<file path="src/rtl/store_narrow_unit.sv">
// store_narrow_unit: narrows SW/SH/SB stores to a word-addressed memory,
// merging sub-word stores into the containing word by read-modify-write.
module store_narrow_unit #(
    parameter int MAX_WAIT = 255
) (
    input  logic        clk,
    input  logic        rst,
    input  logic        start,
    input  logic [1:0]  st_type,
    input  logic [31:0] addr,
    input  logic [31:0] wdata,
    output logic        busy,
    output logic        done,
    output logic        misalign,
    output logic        timeout,
    output logic [31:0] mem_addr,
    output logic        mem_rd,
    output logic        mem_wr,
    output logic [31:0] mem_wdata,
    input  logic [31:0] mem_rdata,
    input  logic        mem_ready
);
    typedef enum logic [2:0] {IDLE, RD, MERGE, WR, FIN} state_t;
    localparam logic [15:0] LAST = 16'(MAX_WAIT - 1);
    state_t      state_q;
    logic [1:0]  off_q, type_q;
    logic [15:0] wdata_q, cnt_q;
    logic [31:0] rdata_q, mem_addr_q, mem_wdata_q, merge_d;
    logic        done_q, misalign_q, timeout_q, mem_rd_q, mem_wr_q, misaligned;
    assign misaligned = st_type == 2'b11 || (st_type == 2'b00 && |addr[1:0]) ||
                        (st_type == 2'b01 && addr[0]);
    // Little-endian lane insert over the word read back from memory
    always_comb begin
        merge_d = rdata_q;
        if (type_q == 2'b10) merge_d[{off_q, 3'b000} +: 8] = wdata_q[7:0];
        else merge_d[{off_q[1], 4'b0000} +: 16] = wdata_q;
    end
    always_ff @(posedge clk or negedge rst) begin
        if (!rst) begin
            state_q     <= IDLE;
            off_q       <= 2'b00;
            type_q      <= 2'b00;
            wdata_q     <= 16'h0;
            cnt_q       <= 16'h0;
            rdata_q     <= 32'h0;
            mem_addr_q  <= 32'h0;
            mem_wdata_q <= 32'h0;
            done_q      <= 1'b0;
            misalign_q  <= 1'b0;
            timeout_q   <= 1'b0;
            mem_rd_q    <= 1'b0;
            mem_wr_q    <= 1'b0;
        end else begin
            done_q     <= 1'b0;
            misalign_q <= 1'b0;
            timeout_q  <= 1'b0;
            case (state_q)
                IDLE: if (start) begin
                    off_q      <= addr[1:0];
                    type_q     <= st_type;
                    wdata_q    <= wdata[15:0];
                    mem_addr_q <= {addr[31:2], 2'b00};
                    cnt_q      <= 16'h0;
                    if (misaligned) begin
                        state_q    <= FIN;
                        done_q     <= 1'b1;
                        misalign_q <= 1'b1;
                    end else if (st_type == 2'b00) begin
                        state_q     <= WR;
                        mem_wr_q    <= 1'b1;
                        mem_wdata_q <= wdata;
                    end else begin
                        state_q  <= RD;
                        mem_rd_q <= 1'b1;
                    end
                end
                RD: if (mem_ready) begin
                    rdata_q  <= mem_rdata;
                    mem_rd_q <= 1'b0;
                    state_q  <= MERGE;
                end else if (cnt_q == LAST) begin
                    mem_rd_q  <= 1'b0;
                    timeout_q <= 1'b1;
                    done_q    <= 1'b1;
                    state_q   <= FIN;
                end else cnt_q <= cnt_q + 16'd1;
                MERGE: begin
                    mem_wdata_q <= merge_d;
                    mem_wr_q    <= 1'b1;
                    cnt_q       <= 16'h0;
                    state_q     <= WR;
                end
                WR: if (mem_ready) begin
                    mem_wr_q <= 1'b0;
                    done_q   <= 1'b1;
                    state_q  <= FIN;
                end else if (cnt_q == LAST) begin
                    mem_wr_q  <= 1'b0;
                    timeout_q <= 1'b1;
                    done_q    <= 1'b1;
                    state_q   <= FIN;
                end else cnt_q <= cnt_q + 16'd1;
                FIN: state_q <= IDLE;
                default: state_q <= IDLE;
            endcase
        end
    end
    assign busy      = state_q != IDLE;
    assign done      = done_q;
    assign misalign  = misalign_q;
    assign timeout   = timeout_q;
    assign mem_addr  = mem_addr_q;
    assign mem_rd    = mem_rd_q;
    assign mem_wr    = mem_wr_q;
    assign mem_wdata = mem_wdata_q;
endmodule

</file>
<file path="config.mk">
export PLATFORM = sky130hd
export DESIGN_NAME = store_narrow_unit
export DESIGN_NICKNAME = d
export VERILOG_FILES = /design/src/rtl/store_narrow_unit.sv
export SDC_FILE = /design/constraint.sdc
export NUM_CORES = 1
export LEC_CHECK = 0
export CAP_MARGIN = 20
export CORE_UTILIZATION = 57
export DETAILED_ROUTE_END_ITERATION = 10
export DONT_BUFFER_PORTS = 1
export PLACE_DENSITY_LB_ADDON = 0.1
export SLEW_MARGIN = 10
export SYNTH_ARGS = -nofsm -noshare
export SYNTH_HDL_FRONTEND = slang
export SYNTH_SLANG_ARGS = --single-unit
</file>
<file path="constraint.sdc">
create_clock -name clk -period 2.05 [get_ports clk]
set_clock_uncertainty 0.1 [all_clocks]
set_input_delay 0.41 -clock clk [delete_from_list [all_inputs] [get_ports clk]]
set_output_delay 0.41 -clock clk [all_outputs]
set_load 0.01 [all_outputs]
</file>
==> results of run 1 <==
==> flip-flops by register name, summed over array words and instances (netlist names), 2 cells and up <==
| signal | count |
|---|---|
| mem_addr | 30 |
| off_q | 2 |
| mem_wdata | 32 |
| cnt_q | 16 |
| rdata_q | 32 |
| type_q | 2 |
| wdata_q | 16 |
| state_q | 3 |
==> metal layers <==
| layer | vias to the layer above | GRT usage |
|---|---|---|
| met5 | - | 0 |
| met4 | 0 | 0.129 |
| met3 | 22 | 0.0923 |
| met2 | 287 | 0.469 |
| li1 | 2511 | - |
| met1 | 2743 | 0.373 |
==> cell type report <==
class                           count  area (µm²)
Sequential cell                   138        3450
Fill cell                         868        3370
Multi-Input combinational cell    475        3020
Timing Repair Buffer               85         769
Clock buffer                       26         509
Tap cell                          143         179
Clock inverter                      6        83.8
Inverter                            9        33.8
Antenna cell                        1        2.50
==> how the worst max path moves through the flow <==
| stage | startpoint | to | slack [ps] | depth (start not counted) |
|---|---|---|---|---|
| 6_report | cnt_q[0]$_DFFE_PN0P_ | cnt_q[7]$_DFFE_PN0P_ | -50 | 7 |
| 5_1_grt | cnt_q[0]$_DFFE_PN0P_ | mem_rd$_DFFE_PN0P_ | -150 | 7 |
| 2_1_floorplan | cnt_q[0]$_DFFE_PN0P_ | cnt_q[4]$_DFFE_PN0P_ | 10 | 7 |
| 4_1_cts | cnt_q[0]$_DFFE_PN0P_ | cnt_q[9]$_DFFE_PN0P_ | -60 | 6 |
| 3_5_place_dp | cnt_q[0]$_DFFE_PN0P_ | cnt_q[9]$_DFFE_PN0P_ | -50 | 6 |
| 3_3_place_gp | cnt_q[0]$_DFFE_PN0P_ | cnt_q[9]$_DFFE_PN0P_ | -20 | 6 |
==> through the flow <==
step	util	hold slack (ps)
final	0.705	-413
after global routing	0.705	-423
after CTS	0.698	-420
after detailed placement	0.613	20.3
after global placement	0.613	19.2
after floorplan	-	14.4
==> logic make-up (layout without fill, tap and decap cells) <==
logic type               Yosys count  after routing  share of synthesized area
buffers and inverters             59            126                     0.0436
multiplexers                      53             53                     0.0885
adder cells (fa/ha/maj)            7              7                     0.0131
AND/OR/NAND/NOR                  256            256                      0.178
AO/OA/AOI/OAI                    157            157                      0.160
flip-flops                       138            138                      0.516
other                              1              3                   0.000561
==> power groups by stage <==
stage	logic (mW)	clock network, mW	registers (mW)
after floorplan	3.04	0	4.85
after global placement	3.86	0	5.17
after global routing	4.69	3.18	5.37
after CTS	4.12	3.08	5.19
after detailed placement	4.03	0	5.21
final	4.23	3.04	5.21
==> repair_timing <==
item,CTS,global route
setup endpoints to repair,7,48
pin swaps,0,4
resized for setup,2,14
hold endpoints to repair,174,138
setup buffers,2,2
==> placed cells by master, fill, tap and decap left out, types with 3 or more instances in the layout <==
master / n
nand2_1: 179
dfrtp_1: 138
o21ai_0: 53
mux2_2: 49
buf_4: 45
dlygate4sd3_1: 36
a21oi_1: 22
o22ai_1: 18
a221o_1: 18
clkbuf_16: 17
a221oi_1: 16
nand3_1: 11
nand4_1: 7
inv_1: 6
nand2b_1: 6
nor3b_1: 6
ha_1: 6
nor2b_1: 5
nor3_1: 5
clkbuf_8: 5
nor2_1: 4
clkbuf_1: 4
inv_2: 3
nor4_1: 3
and2_1: 3
o211ai_1: 3
or4_2: 3
clkinv_2: 3
buf_12: 3
==> results.md, run 1 <==
- Status: complete, but fails checks
- Failing checks: hold timing, setup timing
- WL/cell: 19.8 µm
- Die height: 110 µm
- CP cell instances: inv_2, ha_1, or4b_4, o41a_1, buf_4, a31o_2, nand3_1
- FF-to-FF path depth: 7
- RSZ-0062 raised after global routing: true
- Met3 WL post-DR: 1620 µm
- Post-Layout Cell Count: 883
- LEAKAGE: 3.66 nW
- Synth top area cells: dfrtp_1 (52%), nand2_1 (10%), mux2_2 (8.3%)
- Max clock buf depth: 2
- Highest-delay cell along the critical path: or4b_4
- Largest stage delay on the critical path: 490 ps
- CP delay by family, top: compound AO/OA/AOI/OAI gates
- P&R area growth vs syn: 20.4%
- Clk slew on worst S/H paths: 60 ps
- Clock power share: 0.244
- Setup CP Type: register to register
- Min Hold Slack: -413 ps
- Routed wire length on met2: 8500 µm
- Crit path capture type: register
- Startpoint of the worst-slack reg-to-reg timing path: cnt_q[0]$_DFFE_PN0P_
- Critical-path maximum fanout: 8
- Final TNS setup: -226 ps
- GPL Wtd Cong: 0.846
- Setup WS pre-CTS: -52.7 ps
- Final Max Slew Viols: 0
- HPWL Detailed: 11,300 µm
- Clock tree sinks: 138
- Switch share: 0.378
- Number of synthesized flops with an enable pin: 0
- Worst endpoint data arrival time: 2350 ps
- Yosys top cell area share: 0.516
- Initial antenna violation count: 1
- Fin crit share: 1.02
- Final worst slack: -49.6 ps
- Buf/Inv on CP: 2
- Final #Nets: 835
- Clock root cell: clkbuf_16
- Final ANT Viol Nets: 0
- Full die area: 12,200 µm²
- GR Overflow Total: 0
- Count of cell types in the netlist: 61
- Highest layer used for signal routing: met4
- PwrDens: 1550 nW/µm²
- Design internal power: 7.77 mW
- Final hold violations: 138
- CP required: 2300 ps
- Die W: 110 µm
- Synth Instances: 671
- CTS tree: yes
- Finish-stage setup viols: 7
- Tmin final: 2100 ps
- Pin count of the biggest net entering global routing: 139
- Flop pwr share: 0.417
- Routed wire length: 17,400 µm
- Most frequent cell after synthesis: nand2_1
- Avg Synthesized Cell Area: 9.97 µm²
- CP Launch Type: register
- YS warnings: 0
- GRT Util Overall: 0.296
- Drt first-iter violations: 395
- Slew at the pin with the worst max-slew slack: 552 ps
- Final non-filler cell area: 8050 µm²
- Seq/Total Area, Yosys: 0.516
- Num CTS Buffers: 17
- DRC viols: 0
- Initial DRT Pass Iterations: 5
- Max Cap Viol: 0
- Hold Path Class: primary input to async pin
- Comb power frac: 0.339
- First-pass GRT wire length: 26,900 µm
- IO Pins: 172
- Async SR Flop Fraction: 1.00
- Rows: 39
- Placed Cells: 810
- Synth Register Bits: 138
- Share of cells above drive strength 1: 0.214
- Achievable Freq: 0.476 GHz
- Post-CTS Hold Fix Bufs: 36
- NetSw: 4.72 mW
- Vias in the first global route: 5,480
- Skew-Pair Late Insertion Delay: 410 ps
- Post-DP Area: 7000 µm²
- Via Count: 5,563
- Post-synth top area cell: dfrtp_1
- Buffers on Ports: 0
- Core area: 11,400 µm²
- Drt via density: 6.30
- Post-synth top cells: nand2_1 (180), dfrtp_1 (138), o21ai_0 (54)
- Rel. slew slack: 0.625
- Initial core utilization: 0.586
- Mapped cell area: 6690 µm²
- Pwr Total: 12.5 mW
- Wl on met1: 7080 µm
- Max VDD drop: 1.06 mV
- Predominant post-synthesis flop cell: dfrtp_1
- FF-to-FF End: cnt_q[7]$_DFFE_PN0P_
- H-tree depth: 4
- Register-to-register setup slack: -50 ps
No activity file was read; power rests on OpenSTA's default activity.
==> inputs of run 2 (changes only) <==
--- a/config.mk
+++ b/config.mk
@@ -9,7 +9,8 @@
 export CORE_UTILIZATION = 57
 export DETAILED_ROUTE_END_ITERATION = 10
 export DONT_BUFFER_PORTS = 1
-export PLACE_DENSITY_LB_ADDON = 0.1
+export GPL_TIMING_DRIVEN = 0
+export PLACE_DENSITY = 0.71
 export SLEW_MARGIN = 10
 export SYNTH_ARGS = -nofsm -noshare
 export SYNTH_HDL_FRONTEND = slang
==> run 2 against run 1 <==
Net effect: the flow still finishes with violations (hold timing, setup timing); worst setup slack got worse by 120 ps; first-iteration DRC count decreased by 0.25%; global-route usage increased by 2.8 points; sequential share of layout area decreased by 1.7 points; critical path depth unchanged; routed wire length increased by 14%; final cell count increased by 2.3%; count of clock-buffer cells in the layout decreased by 5; flip-flop and latch count unchanged; combinational power increased by 12%; critical endpoint is now cnt_q[9]$_DFFE_PN0P_.
==> results.md, run 2 (synthesized netlist as in run 1, its figures left out) <==
- Critical-path maximum fanout: 3
- Register-to-register setup slack: -170 ps
- Finish-stage setup viols: 17
- Setup WS pre-CTS: -453 ps
- Commonest non-fill, non-tap cell in the layout: nand2_1
- Setup CP Type: register to register
- H-tree depth: 4
- Max clock buf depth: 2
- Skew-Pair Late Insertion Delay: 420 ps
- Share of cells above drive strength 1: 0.250
- Rel. slew slack: 0.292
- Crit path capture type: register
- Pin count of the biggest net entering global routing: 139
- Most frequent cells in the layout: nand2_1 (179), dfrtp_1 (135), mux2_2 (49), o21ai_0 (46), dlygate4sd3_1 (41)
- P&R area growth vs syn: 25.6%
- Worst endpoint data arrival time: 2420 ps
- Drt first-iter violations: 394
- Post-DP Area: 6880 µm²
- FF-to-FF End: cnt_q[9]$_DFFE_PN0P_
- Final Max Slew Viols: 0
- Placed Cells: 815
- First-pass GRT wire length: 29,000 µm
- Clock root cell: clkbuf_16
- GR Overflow Total: 0
- Final Core Density: 0.736
- LEAKAGE: 3.77 nW
- IO Pins: 172
- Vias in the first global route: 5,647
- Tmin final: 2220 ps
- Core area: 11,400 µm²
- Slew at the pin with the worst max-slew slack: 1050 ps
- Via Count: 5,761
- Num CTS Buffers: 17
- Final #Nets: 855
- Status: complete, but fails checks
- Rows: 39
- Initial antenna violation count: 1
- Initial core utilization: 0.586
- Post-Layout Cell Count: 903
- GRT Util Overall: 0.323
- WL/cell: 22.0 µm
- FF-to-FF path depth: 7
- Max Cap Viol: 0
- Die height: 110 µm
- Pwr Total: 13.2 mW
- Fillers: 769
- Die W: 110 µm
- GPL Wtd Cong: 0.896
- RSZ-0062 raised after global routing: true
- FF/Latch Area: 3460 µm²
- CTS tree: yes
- Routed wire length: 19,800 µm
- Failing checks: hold timing, setup timing
- CP required: 2250 ps
- Final ANT Viol Nets: 0
- Min Hold Slack: -416 ps
- Hold Path Class: primary input to async pin
- PwrDens: 1570 nW/µm²
- Final TNS setup: -1780 ps
- Full die area: 12,200 µm²
- Clock tree sinks: 138
- DRC viols: 0
- Initial DRT Pass Iterations: 5
- CP Launch Type: register
- Max VDD drop: 1.18 mV
- Buffers on Ports: 0
- Startpoint of the worst-slack reg-to-reg timing path: cnt_q[0]$_DFFE_PN0P_
- Clk slew on worst S/H paths: 60 ps
- Fin crit share: 1.08
- Drt via density: 6.38
- HPWL Detailed: 12,600 µm
- Achievable Freq: 0.450 GHz
- Final non-filler cell area: 8400 µm²
- Multi-input logic area: 3230 µm²
- Final worst slack: -171 ps
- Final hold violations: 138
run 2: critical path, stage by stage (launching register included):
cell and delay (ps):
dfrtp_1 400, inv_2 80, ha_4 120, or4b_4 480, buf_6 140, o41a_1 360, and4_1 170, a211o_2 260
run 2: where the power goes:
group	switching [mW]	internal [mW]	total (mW)	leakage [nW]
registers	1.41	3.92	5.33	1.70
clock network	1.16	2.01	3.17	0.299
logic	2.65	2.08	4.73	1.77
run 2: layout make-up:
class	instances	area share
Inverter	9	0.00432
Timing Repair Buffer	59	0.0682
Tap cell	143	0.0213
Buffer	46	0.0372
Antenna cell	1	0.000298
Clock inverter	11	0.0170
Sequential cell	138	0.412
Multi-Input combinational cell	475	0.384
Clock buffer	21	0.0560
run 2: how the worst max path moves through the flow:
stage	start	to	slack, ps
2_1_floorplan	cnt_q[0]$_DFFE_PN0P_	cnt_q[4]$_DFFE_PN0P_	10
6_report	cnt_q[0]$_DFFE_PN0P_	cnt_q[9]$_DFFE_PN0P_	-170
4_1_cts	cnt_q[0]$_DFFE_PN0P_	state_q[1]$_DFFE_PN0N_	-180
3_5_place_dp	state_q[2]$_DFFE_PN0N_	mem_wdata[19]$_DFFE_PN0P_	-450
5_1_grt	cnt_q[0]$_DFFE_PN0P_	cnt_q[9]$_DFFE_PN0P_	-220
3_3_place_gp	state_q[2]$_DFFE_PN0N_	mem_wdata[18]$_DFFE_PN0P_	-410
run 2: per-layer routing:
layer,global-route usage,wire (µm)
met1,0.408,7840
met2,0.513,9560
met3,0.118,2100
met4,0.112,346
met5,0,0
run 2: repair_timing:
item	4_1_cts	5_1_grt
setup buffers	10	5
hold buffers	40	1
pin swaps	14	15
endpoints found under the hold margin	178	139
gates resized for setup	46	68
gates cloned	0	3
setup endpoints to repair	111	134
==> inputs of run 3 (changes only) <==
--- a/config.mk
+++ b/config.mk
@@ -5,7 +5,9 @@
 export SDC_FILE = /design/constraint.sdc
 export NUM_CORES = 1
 export LEC_CHECK = 0
+export ABC_CLOCK_PERIOD_IN_PS = 2050
 export CAP_MARGIN = 20
+export CORE_MARGIN = 1.5
 export CORE_UTILIZATION = 57
 export DETAILED_ROUTE_END_ITERATION = 10
 export DONT_BUFFER_PORTS = 1
==> run 3 against run 2 <==
Net effect: the run still ends with hold timing, setup timing left; worst hold slack improved by 5.4 ps; utilization rose by 0.50 points; sequential power barely moved; die area rose by 1.8%; combinational power rose by 2%; critical path depth did not move; register-to-register slack improved by 50 ps; count of clock-buffer cells in the layout rose by 1; global-route usage fell by 0.27 points; critical endpoint is now mem_wr$_DFFE_PN0P_; largest cell class unchanged.
==> results.md, run 3 (synthesized netlist as in run 1, its figures left out) <==
- Status: complete, but fails checks
- Failing checks: hold timing, setup timing
- Skew-Pair Late Insertion Delay: 420 ps
- Die W: 111 µm
- IO Pins: 172
- Post-DP Area: 6880 µm²
- Clock tree sinks: 138
- Buffers on Ports: 0
- PwrDens: 1570 nW/µm²
- WL/cell: 22.2 µm
- Min Hold Slack: -410 ps
- Clk slew on worst S/H paths: 60 ps
- Most frequent cells in the layout: nand2_1 (179), dfrtp_1 (136), mux2_2 (49), o21ai_0 (48), dlygate4sd3_1 (39)
- GR Overflow Total: 0
- Share of cells above drive strength 1: 0.260
- NetSw: 5.30 mW
- Tmin final: 2180 ps
- Post-Layout Cell Count: 902
- Final hold violations: 138
- Max clock buf depth: 2
- Pin count of the biggest net entering global routing: 139
- CP required: 2240 ps
- First-pass GRT wire length: 30,600 µm
- Critical-path maximum fanout: 5
- CP Launch Type: register
- Highest-delay cell along the critical path: or4b_4
- Via Count: 5,862
- Initial antenna violation count: 0
- RSZ-0062 raised after global routing: true
- Initial DRT Pass Iterations: 5
- Fillers: 776
- Crit. Startpoint: cnt_q[0]$_DFFE_PN0P_
- LEAKAGE: 3.79 nW
- Final #Nets: 855
- Drt via density: 6.50
- FF-to-FF End: mem_wr$_DFFE_PN0P_
- Final non-filler cell area: 8460 µm²
- Register-to-register setup slack: -130 ps
- GPL Wtd Cong: 0.893
- DRC viols: 0
- Max Cap Viol: 0
- Vias in the first global route: 5,806
- Max VDD drop: 1.12 mV
- Comb power frac: 0.362
- Commonest non-fill, non-tap cell in the layout: nand2_1
- Rel. slew slack: 0.356
- Crit path capture type: register
- FF-to-FF path depth: 7
- Final ANT Viol Nets: 0
- Final worst slack: -125 ps
- CP cell instances: inv_2, ha_4, or4b_4, o41a_1, buf_6, o31ai_4, nand2_1
- CTS tree: yes
- Hold Path Class: primary input to async pin
- Num CTS Buffers: 17
- Finish-stage setup viols: 43
- Critical path capture point: mem_wr$_DFFE_PN0P_
- Worst endpoint data arrival time: 2370 ps
- Clock power share: 0.237
- Achievable Freq: 0.460 GHz
- Core area: 11,400 µm²
- GRT Util Overall: 0.321
- Flop pwr share: 0.401
- Post-CTS Hold Fix Bufs: 39
- Final TNS setup: -1430 ps
- Clock root cell: clkbuf_16
- Die height: 111 µm
- Full die area: 12,400 µm²
- Largest stage delay on the critical path: 500 ps
- Final Max Slew Viols: 0
- Startpoint of the worst-slack reg-to-reg timing path: cnt_q[0]$_DFFE_PN0P_
- Fin crit share: 1.06
- Slew at the pin with the worst max-slew slack: 956 ps
- Drt first-iter violations: 592
- Rows: 39
- Switch share: 0.398
- Placed Cells: 815
- H-tree depth: 4
- Design internal power: 8.01 mW
- ANT cells: 0
- Setup CP Type: register to register
- Routed wire length: 20,100 µm
- P&R area growth vs syn: 26.5%
- HPWL Detailed: 12,700 µm
- Initial core utilization: 0.586
[run 3: repair_timing]
| item | in CTS | in global routing |
|---|---|---|
| pin swaps | 16 | 21 |
| setup endpoints to repair | 112 | 111 |
| buffers inserted | 11 | 7 |
| hold endpoints to repair | 177 | 138 |
| gates resized for setup | 58 | 65 |
| cloned | 1 | 1 |
[run 3: worst min path at each step]
stage | to | startpoint | cells past startpoint | slack [ps]
final | cnt_q[10]$_DFFE_PN0P_ | rst | 0 | -410
after global routing | cnt_q[9]$_DFFE_PN0P_ | rst | 0 | -430
after CTS | cnt_q[10]$_DFFE_PN0P_ | rst | 0 | -420
after detailed placement | cnt_q[14]$_DFFE_PN0P_ | rst | 0 | 20
after global placement | cnt_q[10]$_DFFE_PN0P_ | rst | 0 | 20
after floorplan | cnt_q[0]$_DFFE_PN0P_ | rst | 0 | 10
[run 3: critical path: cells and delay by family, from the launching register on]
family | cells | cell delay, ps
simple gates | 2 | 590
compound gates | 2 | 580
flops | 1 | 400
buf+inv | 2 | 260
fa+ha+maj | 1 | 130
[run 3: layout make-up]
| cell class | instances | area, µm² | area share |
|---|---|---|---|
| Timing Repair Buffer | 58 | 557 | 0.0658 |
| Buffer | 47 | 323 | 0.0382 |
| Inverter | 9 | 38.8 | 0.00459 |
| Multi-Input combinational cell | 475 | 3300 | 0.390 |
| Clock buffer | 22 | 464 | 0.0549 |
| Clock inverter | 10 | 141 | 0.0167 |
| Tap cell | 143 | 179 | 0.0212 |
| Sequential cell | 138 | 3460 | 0.409 |
[run 3: power groups by stage]
stage / registers, mW / clock network, mW / logic, mW
floorplan: 4.85 / 0 / 3.04
detailed placement: 5.22 / 0 / 3.95
global placement: 5.19 / 0 / 3.77
CTS: 5.23 / 3.15 / 4.35
finish: 5.34 / 3.15 / 4.83
global route: 5.45 / 3.29 / 5.21
[run 3: metal layers]
layer	GRT usage	wire (µm)	vias up
li1	-	-	2562
met1	0.420	8080	2912
met2	0.503	9650	345
met3	0.101	1840	43
met4	0.123	486	0
met5	0	0	-
[run 3: per-stage QoR]
stage | utilization | setup slack, ps | power (mW)
final | 0.741 | -125 | 13.3
after global routing | 0.741 | -183 | 14.0
after CTS | 0.716 | -169 | 12.7
after detailed placement | 0.602 | -533 | 9.17
after global placement | 0.602 | -423 | 8.96
after floorplan | - | 10.8 | 7.89
